==> src/rtl/acq_event_dispatcher_if.sv <==
// rtl/acq_event_dispatcher_if.sv - event FIFO pop and readout request/ack/done handshake bundle
interface acq_event_dispatcher_if;
  logic        evt_valid;
  logic [31:0] evt_data;
  logic        evt_ready;
  logic        readout_req;
  logic [2:0]  readout_type;
  logic [23:0] readout_num;
  logic        readout_ack;
  logic        readout_done;

  modport master (
    input  evt_valid, evt_data, readout_ack, readout_done,
    output evt_ready, readout_req, readout_type, readout_num
  );

  modport slave (
    output evt_valid, evt_data, readout_ack, readout_done,
    input  evt_ready, readout_req, readout_type, readout_num
  );
endinterface

==> src/rtl/acq_event_dispatcher.sv <==
// rtl/acq_event_dispatcher.sv - pops acquisition events, checks format/sequence, issues one readout per event
// Optional trigger-type filter (type_mask/drop_count) enabled by ACQ_DISPATCH_TYPE_FILTER_EN.
module acq_event_dispatcher #(
  parameter logic [23:0] TIMEOUT_CYCLES = 24'd4000000,
  parameter int unsigned TNUM_W         = 24
) (
  input  logic                          clk,
  input  logic                          reset_n,
  acq_event_dispatcher_if.master        bus,
  input  logic                          clear_errors,
`ifdef ACQ_DISPATCH_TYPE_FILTER_EN
  input  logic [7:0]                    type_mask,
  output logic [15:0]                   drop_count,
`endif
  output logic                          busy,
  output logic                          seq_err,
  output logic                          fmt_err,
  output logic                          timeout_err,
  output logic [31:0]                   evt_count,
  output logic [15:0]                   skip_count,
  output logic [3:0]                    state
);

  typedef enum logic [3:0] {
    S_IDLE    = 4'b0001,
    S_CHECK   = 4'b0010,
    S_REQUEST = 4'b0100,
    S_WAIT    = 4'b1000
  } state_e;

  state_e              state_q, state_d;
  logic [31:0]         word_q, word_d;
  logic [2:0]          type_q, type_d;
  logic [TNUM_W-1:0]   num_q, num_d;
  logic                exp_valid_q, exp_valid_d;
  logic [TNUM_W-1:0]   exp_num_q, exp_num_d;
  logic                seq_err_q, seq_err_d;
  logic                fmt_err_q, fmt_err_d;
  logic                timeout_err_q, timeout_err_d;
  logic [31:0]         evt_count_q, evt_count_d;
  logic [15:0]         skip_count_q, skip_count_d;
  logic [23:0]         tmo_cnt_q, tmo_cnt_d;
`ifdef ACQ_DISPATCH_TYPE_FILTER_EN
  logic [15:0]         drop_count_q, drop_count_d;
`endif

  logic                fmt_bad;
  logic                seq_bad;
  logic [2:0]          type_w;
  logic [TNUM_W-1:0]   num_w;

  assign fmt_bad = |word_q[31:27];
  assign type_w  = word_q[26:24];
  assign num_w   = word_q[TNUM_W-1:0];
  assign seq_bad = exp_valid_q && (num_w != exp_num_q);

  always_comb begin
    state_d       = state_q;
    word_d        = word_q;
    type_d        = type_q;
    num_d         = num_q;
    exp_valid_d   = exp_valid_q;
    exp_num_d     = exp_num_q;
    evt_count_d   = evt_count_q;
    tmo_cnt_d     = tmo_cnt_q;
    // Clear is applied first so an error raised in the same cycle overrides it.
    seq_err_d     = clear_errors ? 1'b0  : seq_err_q;
    fmt_err_d     = clear_errors ? 1'b0  : fmt_err_q;
    timeout_err_d = clear_errors ? 1'b0  : timeout_err_q;
    skip_count_d  = clear_errors ? 16'd0 : skip_count_q;
`ifdef ACQ_DISPATCH_TYPE_FILTER_EN
    drop_count_d  = clear_errors ? 16'd0 : drop_count_q;
`endif

    case (state_q)
      S_IDLE: begin
        if (bus.evt_valid) begin
          word_d  = bus.evt_data;
          state_d = S_CHECK;
        end
      end

      S_CHECK: begin
        if (fmt_bad) begin
          fmt_err_d = 1'b1;
          state_d   = S_IDLE;
        end else begin
          if (seq_bad) begin
            seq_err_d = 1'b1;
            if (skip_count_d != 16'hFFFF) skip_count_d = skip_count_d + 16'd1;
          end
          exp_num_d   = num_w + TNUM_W'(1);
          exp_valid_d = 1'b1;
`ifdef ACQ_DISPATCH_TYPE_FILTER_EN
          if (!type_mask[type_w]) begin
            if (drop_count_d != 16'hFFFF) drop_count_d = drop_count_d + 16'd1;
            state_d = S_IDLE;
          end else begin
            type_d  = type_w;
            num_d   = num_w;
            state_d = S_REQUEST;
          end
`else
          type_d  = type_w;
          num_d   = num_w;
          state_d = S_REQUEST;
`endif
        end
      end

      S_REQUEST: begin
        // readout_done is deliberately not looked at until the request is acked.
        if (bus.readout_ack) begin
          evt_count_d = evt_count_q + 32'd1;
          tmo_cnt_d   = 24'd0;
          state_d     = S_WAIT;
        end
      end

      S_WAIT: begin
        if (bus.readout_done) begin
          state_d = S_IDLE;
        end else if (tmo_cnt_q == TIMEOUT_CYCLES - 24'd1) begin
          timeout_err_d = 1'b1;
          state_d       = S_IDLE;
        end else begin
          tmo_cnt_d = tmo_cnt_q + 24'd1;
        end
      end

      default: state_d = S_IDLE;
    endcase
  end

  always_ff @(posedge clk or negedge reset_n) begin
    if (!reset_n) begin
      state_q       <= S_IDLE;
      word_q        <= 32'd0;
      type_q        <= 3'd0;
      num_q         <= '0;
      exp_valid_q   <= 1'b0;
      exp_num_q     <= '0;
      seq_err_q     <= 1'b0;
      fmt_err_q     <= 1'b0;
      timeout_err_q <= 1'b0;
      evt_count_q   <= 32'd0;
      skip_count_q  <= 16'd0;
      tmo_cnt_q     <= 24'd0;
`ifdef ACQ_DISPATCH_TYPE_FILTER_EN
      drop_count_q  <= 16'd0;
`endif
    end else begin
      state_q       <= state_d;
      word_q        <= word_d;
      type_q        <= type_d;
      num_q         <= num_d;
      exp_valid_q   <= exp_valid_d;
      exp_num_q     <= exp_num_d;
      seq_err_q     <= seq_err_d;
      fmt_err_q     <= fmt_err_d;
      timeout_err_q <= timeout_err_d;
      evt_count_q   <= evt_count_d;
      skip_count_q  <= skip_count_d;
      tmo_cnt_q     <= tmo_cnt_d;
`ifdef ACQ_DISPATCH_TYPE_FILTER_EN
      drop_count_q  <= drop_count_d;
`endif
    end
  end

  // Request is a decode of the state flop, so it drops as soon as reset lands.
  assign bus.evt_ready    = (state_q == S_IDLE);
  assign bus.readout_req  = (state_q == S_REQUEST);
  assign bus.readout_type = type_q;
  assign bus.readout_num  = num_q;

  assign busy        = (state_q != S_IDLE);
  assign state       = state_q;
  assign seq_err     = seq_err_q;
  assign fmt_err     = fmt_err_q;
  assign timeout_err = timeout_err_q;
  assign evt_count   = evt_count_q;
  assign skip_count  = skip_count_q;
`ifdef ACQ_DISPATCH_TYPE_FILTER_EN
  assign drop_count  = drop_count_q;
`endif

endmodule

==> src/flat_wrapper.sv <==
// flat-port wrapper written by rule: the top's interface ports become plain ports
module acq_event_dispatcher_flat 
#(
  parameter logic [23:0] TIMEOUT_CYCLES = 24'd4000000,
  parameter int unsigned TNUM_W         = 24
)
  (clk, reset_n, clear_errors, busy, seq_err, fmt_err, timeout_err, evt_count, skip_count, state, bus_evt_valid, bus_evt_data, bus_readout_ack, bus_readout_done, bus_evt_ready, bus_readout_req, bus_readout_type, bus_readout_num);
  acq_event_dispatcher_if bus_i ();
  input  logic clk;
  input  logic reset_n;
  input  logic clear_errors;
  output logic busy;
  output logic seq_err;
  output logic fmt_err;
  output logic timeout_err;
  output logic [31:0] evt_count;
  output logic [15:0] skip_count;
  output logic [3:0] state;
  input wire logic [$bits(bus_i.evt_valid)-1:0] bus_evt_valid;
  input wire logic [$bits(bus_i.evt_data)-1:0] bus_evt_data;
  input wire logic [$bits(bus_i.readout_ack)-1:0] bus_readout_ack;
  input wire logic [$bits(bus_i.readout_done)-1:0] bus_readout_done;
  output wire logic [$bits(bus_i.evt_ready)-1:0] bus_evt_ready;
  output wire logic [$bits(bus_i.readout_req)-1:0] bus_readout_req;
  output wire logic [$bits(bus_i.readout_type)-1:0] bus_readout_type;
  output wire logic [$bits(bus_i.readout_num)-1:0] bus_readout_num;
  assign bus_i.evt_valid = bus_evt_valid;
  assign bus_i.evt_data = bus_evt_data;
  assign bus_i.readout_ack = bus_readout_ack;
  assign bus_i.readout_done = bus_readout_done;
  assign bus_evt_ready = bus_i.evt_ready;
  assign bus_readout_req = bus_i.readout_req;
  assign bus_readout_type = bus_i.readout_type;
  assign bus_readout_num = bus_i.readout_num;
  acq_event_dispatcher #(.TIMEOUT_CYCLES(TIMEOUT_CYCLES), .TNUM_W(TNUM_W)) u_core (.clk(clk), .reset_n(reset_n), .bus(bus_i), .clear_errors(clear_errors), .busy(busy), .seq_err(seq_err), .fmt_err(fmt_err), .timeout_err(timeout_err), .evt_count(evt_count), .skip_count(skip_count), .state(state));
endmodule
==> config.mk <==
export PLATFORM = sky130hd
export DESIGN_NAME = acq_event_dispatcher_flat
export DESIGN_NICKNAME = d
export VERILOG_FILES = /design/src/rtl/acq_event_dispatcher_if.sv /design/src/rtl/acq_event_dispatcher.sv /design/src/flat_wrapper.sv
export SDC_FILE = /design/constraint.sdc
export NUM_CORES = 1
export LEC_CHECK = 0
export ABC_AREA = 0
export ABC_CLOCK_PERIOD_IN_PS = 2900
export BUFFER_PORTS_ARGS = -buffer_cell sky130_fd_sc_hd__buf_2
export CAP_MARGIN = 0
export CORE_MARGIN = 1.5
export CORE_UTILIZATION = 50
export CTS_CLUSTER_DIAMETER = 80
export DETAILED_ROUTE_END_ITERATION = 10
export GPL_TIMING_DRIVEN = 1
export PLACE_DENSITY = 0.84
export RECOVER_POWER = 100
export SLEW_MARGIN = 0
export SYNTH_ARGS = -nofsm -noshare
export SYNTH_HDL_FRONTEND = slang
export SYNTH_SLANG_ARGS = --single-unit
==> constraint.sdc <==
create_clock -name clk -period 2.9 [get_ports clk]
set_input_delay 0 -clock clk [delete_from_list [all_inputs] [get_ports clk]]
set_output_delay 0 -clock clk [all_outputs]
set_load 0.01 [all_outputs]
==> flow_summary.ini <==
[run_status]
status = complete, but fails checks
violations = max-capacitance violations, max-slew violations

[timing]
fmax_ghz = 0.3828
finalSetupViolCount = 0
skew_ps = 13.41
timing.final.crit_share_pct = 90.07
rsz0062_at_grt = false
tns_ps = 0
slew_headroom_pct = -52.28
fin_crit_ps = 2612
hold_viol = 0
worst_slew_pin_slew_ps = 2284
slew_violations = 90

[die]
dieArea_um2 = 16070
die_y_um = 126.8
initial_utilization_pct = 50.75
die_x_um = 126.8
fp.coreArea_um2 = 15090
rows = 45
ioPinCount = 123

[global_routing]
grt.met1_usage_pct = 31.32
grt_max_degree = 91
track_usage_pct = 23.41
grt_pass1_vias = 6131
grt_overflow = 0
grt_busiest_layer = met2
met3_usage_pct = 5.019
antenna_found_initial = 0
grt_pass1_wl_mm = 29.93
grtUsageMet2_pct = 37.96

[critical_path]
critPathKind = flop to flop
reg2reg_to = u_core.skip_count[1]
required_ps = 3210
cp-end-kind = flop
regToRegSetupSlack_ps = 290
slowest_stage = o211ai_2
crit_path_max_incr_delay_ps = 560
reg2reg_from = u_core.skip_count[1]
reg2reg_depth = 7
worst_setup_path_start_kind = flop
path_cells = and4_1 > nand3_1 > or3_1 > o211ai_2 > clkbuf_1 > o311ai_0 > o41ai_1
critical_path_arrival_ps = 2920
path_max_fanout = 15

[drt]
wl_per_cell_um = 15.07
drtIter0Drc = 456
antenna_violating_nets_post_route = 0
dr.pass1.iters = 5
finalWirelength_mm = 17.74
vias_per_cell = 5.304
remaining_drc_errors = 0
num_vias = 6243

[clock_network]
post_cts_resized = 0
path_clk_slew_ps = 60
cts_buffers = 17
cts_setup_buffers = 0
clock-sinks = 163
root_buffer = clkbuf_16
h-tree-depth = 4
cts_tree = yes
insertion_delay_ps = 430
clk_path_buf_depth = 2
cts_hold_buf = 36

[power]
ir_worst_vdd_v = 0.0004909
p_leak_nw = 4.416
p_per_area_nw_per_um2 = 807.1
power_mw = 7.522

[run]
drv_cap = 1

[logic_synthesis]
synth.distinct_cells = 53
yosysWarnings = 0
ys_seq_elements = 163
synth-main-ff-cell = dfrtp_1
synth_area_um2 = 7659
syn_avg_cell_area_um2 = 9.294
seq_area_frac_synth_pct = 53.28
async_flop_share_pct = 100.0
synth_cells = 824
synth_edf_count = 0
syn-num-nets = 865

[finish]
synthToLayoutAreaGrowth_pct = 21.70
diodes = 0
final_util_pct = 61.77
drive_above_1_share_pct = 9.403
fin_cells = 1177
final_nets = 1017

[min_path]
min_path_cells = 6
hp-start = bus_readout_done
hp-class = primary input to flop
holdPathEnd = u_core.state[3]

[placed_design]
place_inst = 1109
gp_congestion = 0.8748
hpwl_mm = 11.61
io_buffer_count = 122
where the power goes:
group	internal [mW]	total (mW)	switching [mW]	leakage (nW)
clock	1.54	2.43	0.897	0.315
combinational	0.673	1.64	0.966	1.91
sequential	2.85	3.45	0.603	2.19
total	5.06	7.52	2.47	4.42
flip-flops by register name, summed over array words and instances, names as in the netlist:
signal                   count
u_core.state                 4
u_core.exp_valid_q           1
u_core.fmt_err               1
u_core.word_q               32
u_core.timeout_err           1
u_core.seq_err               1
u_core.bus.readout_type      3
u_core.tmo_cnt_q            24
u_core.evt_count            32
u_core.bus.readout_num      24
u_core.exp_num_q            24
u_core.skip_count           16
cells by family after synthesis:
kind of cell / share of synthesized area [%]
XOR/XNOR: 11.32
flip-flops: 53.28
AO/OA/AOI/OAI: 4.264
AND/OR/NAND/NOR: 27.17
buffers and inverters: 2.744
adder cells (fa/ha/maj): 0.4902
multiplexers: 0.7351
cell usage in the layout, fill, tap and decap left out, types with 5 or more instances in the layout:
| cell type | instances |
|---|---|
| buf_2 | 37 |
| o21ai_0 | 24 |
| nand4_1 | 14 |
| nand3_1 | 30 |
| nor4_1 | 16 |
| nand2_1 | 265 |
| buf_4 | 7 |
| and3_1 | 21 |
| mux2_1 | 5 |
| xnor2_1 | 58 |
| or4_1 | 5 |
| dlygate4sd3_1 | 36 |
| and4_1 | 8 |
| nor2_1 | 45 |
| nor2b_1 | 6 |
| xor2_1 | 41 |
| clkbuf_1 | 90 |
| a21oi_1 | 6 |
| clkbuf_16 | 17 |
| nor3_1 | 16 |
| dfrtp_1 | 162 |
| inv_1 | 6 |
per-stage QoR:
step	hold WS, ps	setup slack, ps	area (um2)
floorplan	-295.6	757.4	7659
global placement	136.5	534.7	8513
detailed placement	138.5	448.5	8513
CTS	228.9	428.7	9529
global route	274.9	153.6	9320
finish	233.2	287.9	9320
worst max path at each step:
stage / start / end / slack [ps] / depth (start not counted)
detailed placement: u_core.skip_count[1] / u_core.skip_count[9] / 450 / 6
finish: u_core.skip_count[1] / u_core.skip_count[1] / 290 / 7
CTS: u_core.skip_count[1] / u_core.skip_count[9] / 430 / 6
global route: u_core.state[3] / u_core.exp_num_q[0] / 150 / 5
floorplan: u_core.state[1] / u_core.tmo_cnt_q[23] / 760 / 7
global placement: u_core.skip_count[0] / u_core.skip_count[9] / 530 / 6
final cells by class:
| cell class | instances | area, um2 |
|---|---|---|
| fill | 1250 | 5769 |
| sequential | 163 | 4080 |
| timing repair buffer | 175 | 975.9 |
| inverter | 8 | 30.03 |
| multi-input combinational | 611 | 3343 |
| tap | 188 | 235.2 |
| clock buffer | 21 | 480.5 |
| clock inverter | 11 | 175.2 |
synth_stat cells, types with 8 or more instances:
cell      instances  area [um2]
and3_1           21       131.4
and4_1            8       70.07
clkbuf_1         29       108.9
dfrtp_1         162        4054
nand2_1         265       994.7
nand3_1          31       155.2
nand4_1          13       81.33
nor2_1           45       168.9
nor3_1           15       75.07
nor4_1           15       93.84
o21ai_0          23       115.1
xnor2_1          58       508.0
xor2_1           41       359.1
metal layers:
layer	vias up	share of wire [%]	wire [um]
met3	29	5.0	892
met5	-	0	0
met2	199	48	8438
li1	3029	-	-
met4	0	1.8	319
met1	2986	46	8086
critical path: cells and delay by family (launching register included):
family	cells	cell delay [ps]
AO/OA/AOI/OAI	3	840
flip-flops	1	450
AND/OR/NAND/NOR	3	880
buffers and inverters	1	320
Power figures use the tool's default switching activity.
